## config.mk

```make
export PLATFORM = sky130hd
export DESIGN_NAME = mbs_fsk_sequencer
export DESIGN_NICKNAME = d
export VERILOG_FILES = /design/src/rtl/mbs_fsk_sequencer.sv
export SDC_FILE = /design/constraint.sdc
export NUM_CORES = 1
export LEC_CHECK = 0
export ABC_AREA = 1
export ABC_CLOCK_PERIOD_IN_PS = 3350
export CORE_ASPECT_RATIO = 0.8
export CORE_MARGIN = 2
export CORE_UTILIZATION = 45
export DETAILED_ROUTE_END_ITERATION = 7
export GPL_TIMING_DRIVEN = 0
export PLACE_DENSITY = 0.7
export SYNTH_ARGS = -nofsm -noshare
export SYNTH_HDL_FRONTEND = slang
export SYNTH_SLANG_ARGS = --single-unit
```

## constraint.sdc

```tcl
create_clock -name wb_clk_i -period 3.35 [get_ports wb_clk_i]
set_input_delay 0.335 -clock wb_clk_i [delete_from_list [all_inputs] [get_ports wb_clk_i]]
set_output_delay 0.335 -clock wb_clk_i [all_outputs]
set_load 0.02 [all_outputs]
```

## src/rtl/mbs_fsk_sequencer.sv

```systemverilog
// mbs_fsk_sequencer
//   Sequencer for the maximal-binary-sequence FSK datapath. It steps a
//   configurable Fibonacci LFSR and times each transmitted bit (lfsr[0])
//   with a half-period down-counter. Bit 0 uses cfg_div0 and bit 1 uses
//   cfg_div1 as the half-period, and each bit lasts cfg_tones tone periods.
//   Bursts are either finite (cfg_burst bits) or continuous (cfg_burst == 0).
//
// Ports
//   wb_clk_i   : clock; all state changes on the rising edge
//   wb_rst_i   : synchronous active-high reset
//   start      : begin a burst (accepted only in IDLE, ignored with stop)
//   stop       : abort; returns to IDLE from any state
//   cfg_seed   : initial LFSR value (0 is replaced by 1)
//   cfg_taps   : LFSR feedback tap mask
//   cfg_div0/1 : half-period in clocks for bit 0 / bit 1 (0 is replaced by 1)
//   cfg_tones  : tone periods per bit (0 is replaced by 1)
//   cfg_burst  : bits per burst, 0 = continuous
//   ready      : high only in IDLE
//   shift      : one-cycle pulse in the cycle the LFSR advances
//   lfsr       : current LFSR state
//   count      : half-period down-counter
//   fsk_out    : FSK waveform
//   done       : one-cycle pulse at burst completion
//   seq_wrap   : (only with MBS_FSK_WRAP_DET_EN) pulses in the shift cycle
//                whose next LFSR value equals the latched seed
//
// Optional feature macro: MBS_FSK_WRAP_DET_EN
module mbs_fsk_sequencer #(
  parameter int LFSR_W  = 5,
  parameter int CNT_W   = 7,
  parameter int BURST_W = 8
) (
  input  logic               wb_clk_i,
  input  logic               wb_rst_i,
  input  logic               start,
  input  logic               stop,
  input  logic [LFSR_W-1:0]  cfg_seed,
  input  logic [LFSR_W-1:0]  cfg_taps,
  input  logic [CNT_W-1:0]   cfg_div0,
  input  logic [CNT_W-1:0]   cfg_div1,
  input  logic [3:0]         cfg_tones,
  input  logic [BURST_W-1:0] cfg_burst,
  output logic               ready,
  output logic               shift,
  output logic [LFSR_W-1:0]  lfsr,
  output logic [CNT_W-1:0]   count,
  output logic               fsk_out,
  output logic               done
`ifdef MBS_FSK_WRAP_DET_EN
  ,
  output logic               seq_wrap
`endif
);

  // 2*tones needs one bit more than tones
  localparam int HP_W = 5;

  typedef enum logic [2:0] {
    IDLE  = 3'd0,
    LOAD  = 3'd1,
    TONE  = 3'd2,
    SHIFT = 3'd3,
    DONE  = 3'd4
  } state_t;

  state_t state, state_nxt;

  logic [LFSR_W-1:0]  seed_l;
  logic [LFSR_W-1:0]  taps_l;
  logic [CNT_W-1:0]   div0_l;
  logic [CNT_W-1:0]   div1_l;
  logic [3:0]         tones_l;
  logic [BURST_W-1:0] burst_l;
  logic [BURST_W-1:0] bit_cnt;
  logic [HP_W-1:0]    hp_cnt;

  logic [BURST_W-1:0] bit_nxt;
  logic [LFSR_W-1:0]  lfsr_nxt;
  logic [CNT_W-1:0]   sel_div;
  logic               accept;

  // Zero values would lock the LFSR or stall the counters.
  function automatic logic [LFSR_W-1:0] nz_seed(input logic [LFSR_W-1:0] v);
    return (v == '0) ? LFSR_W'(1) : v;
  endfunction

  function automatic logic [CNT_W-1:0] nz_div(input logic [CNT_W-1:0] v);
    return (v == '0) ? CNT_W'(1) : v;
  endfunction

  function automatic logic [3:0] nz_tones(input logic [3:0] v);
    return (v == 4'd0) ? 4'd1 : v;
  endfunction

  assign accept   = start && !stop;
  assign bit_nxt  = bit_cnt + 1'b1;
  assign lfsr_nxt = {lfsr[LFSR_W-2:0], ^(lfsr & taps_l)};
  assign sel_div  = lfsr[0] ? div1_l : div0_l;

  // State register
  always_ff @(posedge wb_clk_i) begin
    if (wb_rst_i) begin
      state <= IDLE;
    end else begin
      state <= state_nxt;
    end
  end

  // Next state and decoded strobes; stop wins in every non-IDLE state and
  // suppresses the shift/done strobe of that cycle.
  always_comb begin
    state_nxt = state;
    ready     = 1'b0;
    shift     = 1'b0;
    done      = 1'b0;
    case (state)
      IDLE: begin
        ready = 1'b1;
        if (accept) state_nxt = LOAD;
      end
      LOAD: begin
        state_nxt = stop ? IDLE : TONE;
      end
      TONE: begin
        if (stop) begin
          state_nxt = IDLE;
        end else if (count == CNT_W'(1) && hp_cnt == HP_W'(1)) begin
          state_nxt = SHIFT;
        end
      end
      SHIFT: begin
        if (stop) begin
          state_nxt = IDLE;
        end else begin
          shift = 1'b1;
          if (burst_l != '0 && bit_nxt == burst_l) state_nxt = DONE;
          else                                      state_nxt = LOAD;
        end
      end
      DONE: begin
        state_nxt = IDLE;
        done      = !stop;
      end
      default: state_nxt = IDLE;
    endcase
  end

`ifdef MBS_FSK_WRAP_DET_EN
  assign seq_wrap = shift && (lfsr_nxt == seed_l);
`endif

  // Datapath: config latch, LFSR, bit and half-period timing
  always_ff @(posedge wb_clk_i) begin
    if (wb_rst_i) begin
      lfsr    <= '0;
      count   <= '0;
      fsk_out <= 1'b0;
      bit_cnt <= '0;
      hp_cnt  <= '0;
    end else if (state != IDLE && stop) begin
      count   <= '0;
      fsk_out <= 1'b0;
    end else begin
      case (state)
        IDLE: begin
          if (accept) begin
            seed_l  <= nz_seed(cfg_seed);
            taps_l  <= cfg_taps;
            div0_l  <= nz_div(cfg_div0);
            div1_l  <= nz_div(cfg_div1);
            tones_l <= nz_tones(cfg_tones);
            burst_l <= cfg_burst;
            lfsr    <= nz_seed(cfg_seed);
            bit_cnt <= '0;
          end
        end
        LOAD: begin
          count  <= sel_div;
          hp_cnt <= {tones_l, 1'b0};
        end
        TONE: begin
          // Each half-period ends on count==1; an even number of toggles
          // per bit keeps the waveform phase-continuous across bits.
          if (count == CNT_W'(1)) begin
            fsk_out <= ~fsk_out;
            count   <= sel_div;
            hp_cnt  <= hp_cnt - 1'b1;
          end else begin
            count <= count - 1'b1;
          end
        end
        SHIFT: begin
          lfsr    <= lfsr_nxt;
          bit_cnt <= bit_nxt;
        end
        default: ;
      endcase
    end
  end

endmodule
```

==> flow_metrics.py <==
metrics = {
    "outcome": {
        "status": "finished, final reports clean",
    },
    "synth": {
        "ys_types": 33,
        "synth_top_family_by_area": "simple AND/OR/NAND/NOR gates",
        "synth.avg_cell_area_um2": 8.11,
        "synth-edff-count": 31,
        "async_flop_share_pct": 0,
        "syn_area_um2": 2990,
        "yosysSeqAreaShare_pct": 50.5,
        "synthMuxAreaShare_pct": 0.669,
        "yosys.area_share.simple_pct": 25.5,
        "synth_compound_gate_area_share_pct": 11.3,
        "synth_seq_cells": 60,
        "netlist_instances": 369,
        "ys_warn_count": 0,
        "synthesis.nets": 414,
        "synth_xor_area_share_pct": 2.05,
        "synth_fa_ha_area_share_pct": 2.09,
        "synth-main-ff-cell": "edfxtp_1",
    },
    "timing": {
        "finalHoldViolCount": 0,
        "skew_ns": 0.00256,
        "setup_viol": 0,
        "slew-limit-headroom_pct": 39.5,
        "worst_pin_slew_ns": 0.905,
        "final_max_slew_viol_count": 0,
        "setup_slack_ns": 0.862,
        "fmax_mhz": 402,
        "rsz0062_at_grt": "false",
        "setup_tns_ns": 0,
        "whs_ns": 0.503,
        "finalCritPeriodShare_pct": 74.3,
        "period_needed_ns": 2.49,
    },
    "cts": {
        "cts_resized": 0,
        "post_cts.repair.setup_buffers": 0,
        "cts_buffers": 9,
        "cts_tree": "yes",
        "cts_sinks": 60,
        "cts_max_level": 3,
        "postCtsHoldBufs": 0,
        "clockBufferDepth": 2,
        "clock_latency_ns": 0.33,
        "cts_root_buf": "clkbuf_8",
        "clk_pin_slew_worst_paths_ns": 0.06,
    },
    "floorplanning": {
        "die_height_um": 76.9,
        "dieWidth_um": 95.2,
        "start_util_pct": 46.7,
        "die_area_um2": 7320,
        "io_pins": 56,
        "fp-row-count": 26,
        "core-area_um2": 6410,
    },
    "global_route": {
        "gr-total-overflow": 0,
        "antenna_found_initial": 0,
        "grt_use_total_pct": 19.3,
        "grt_max_degree": 32,
        "grt_pass1_vias": 2552,
        "grt_pass1_wl_um": 11000,
    },
    "placement": {
        "placed_cell_area_um2": 3660,
        "gp_congestion": 0.846,
        "dp_slack_ns": 0.879,
        "dp_hpwl_um": 4840,
        "io_buffers": 55,
        "dp_cells": 508,
    },
    "pwr": {
        "power.density_nw_per_um2": 443,
        "peakVddDrop_v": 0.000236,
        "power_leakage_nw": 1.46,
    },
    "drt": {
        "totalWireLength_um": 6640,
        "dr.max_layer_used": "met4",
        "drc": 0,
        "wl_met1_um": 3140,
        "first_iter_violations": 155,
        "wl_per_cell_um": 12.7,
        "ant_nets": 0,
        "wl_met3_um": 491,
        "num_vias": 2589,
        "firstDrtPassIters": 4,
        "wl_met2_um": 2980,
        "viasPerCell": 4.94,
    },
    "critical_path": {
        "crit_path_end_kind": "primary output",
        "worstPathArrival_ns": 2.15,
        "crit_fanout": 9,
        "worstPathRequired_ns": 3.01,
        "worst-setup-path-type": "reg2out",
        "r2r_slack_ns": 1.48,
        "start_kind": "register",
    },
    "finish": {
        "fin_area_um2": 3810,
        "final_nets": 480,
        "syn2layout_area_growth_pct": 27.3,
        "antenna_cells": 0,
        "finalNonFillerCells": 524,
        "final_common_cell": "nand2_1",
        "layout_common_cells": "nand2_1, clkdlybuf4s50_1, inv_1, nor2_1, edfxtp_1",
        "drive_gt1_share_pct": 5.23,
    },
    "worst_hold_path": {
        "hp-class": "reg2reg",
    },
    "run": {
        "maxCapViolCount": 0,
    },
}
critical path, stage by stage, from the launching register on:
cell,delay (ns)
dfxtp_1,0.36
inv_1,0.12
nor3_4,0.40
nand2_4,0.12
clkinv_1,0.19
clkdlybuf4s50_1,0.64
where the power goes:
group          leakage, nW  switching [mW]  internal [mW]
sequential           0.520          0.0309          0.813
clock               0.0788           0.266          0.264
combinational        0.859           0.172          0.142
kinds of logic after synthesis:
| family | count (synthesis) |
|---|---|
| muxes | 2 |
| DFF | 60 |
| adders and majority gates | 5 |
| and+or+nand+nor | 174 |
| buffers and inverters | 62 |
| AOI/OAI and AO/OA | 59 |
| xor gates and xnor gates | 7 |
final cells by class:
cell class,count,area (um2)
plain buffers,18,67.6
fillers,584,2600
clock buffers,13,139
inverters,44,168
multi-input cells,247,1250
flip-flops and latches,60,1510
repair buffers,55,551
well taps,84,105
clock inverters,3,13.8
registers in the layout, indices dropped and copies added (netlist names), 4 cells and up:
register,flops
bit_cnt,8
burst_l,8
count,7
div0_l,7
div1_l,7
hp_cnt,5
lfsr,5
taps_l,5
tones_l,4
cells in the mapped netlist (3+ instances only):
cell | count | area [um2]
nand3_1 | 29 | 145
clkbuf_1 | 18 | 67.6
edfxtp_1 | 31 | 931
nand2_1 | 85 | 319
ha_1 | 5 | 62.6
nor3_1 | 7 | 35.0
inv_1 | 41 | 154
o211ai_1 | 4 | 30.0
xor2_1 | 4 | 35.0
nor4_1 | 4 | 25.0
o21ai_0 | 22 | 110
a31oi_1 | 6 | 37.5
xnor2_1 | 3 | 26.3
dfxtp_1 | 29 | 581
nor2_1 | 38 | 143
a21oi_1 | 20 | 100
path summary, 6_finish.rpt:
check              from          to  depth (start not counted)
min          bit_cnt[6]  bit_cnt[6]                          2
max reg2reg  bit_cnt[0]    state[0]                         11
max            state[1]       shift                          5
min reg2reg  bit_cnt[6]  bit_cnt[6]                          2
through the flow:
stage | utilization [%] | total power, mW
2_1_floorplan | - | 1.04
3_3_place_gp | 56.9 | 1.17
3_5_place_dp | 57.0 | 1.17
4_1_cts | 59.4 | 1.70
5_1_grt | 59.4 | 1.78
6_report | 59.4 | 1.69
layer usage:
| layer | vias to the layer above | track usage, % |
|---|---|---|
| met2 | 65 | 30.0 |
| met4 | 0 | 7.39 |
| met1 | 1167 | 24.7 |
| li1 | 1353 | - |
| met3 | 4 | 6.58 |
| met5 | - | 0 |
Note: power is estimated with default switching activity, not from simulation.
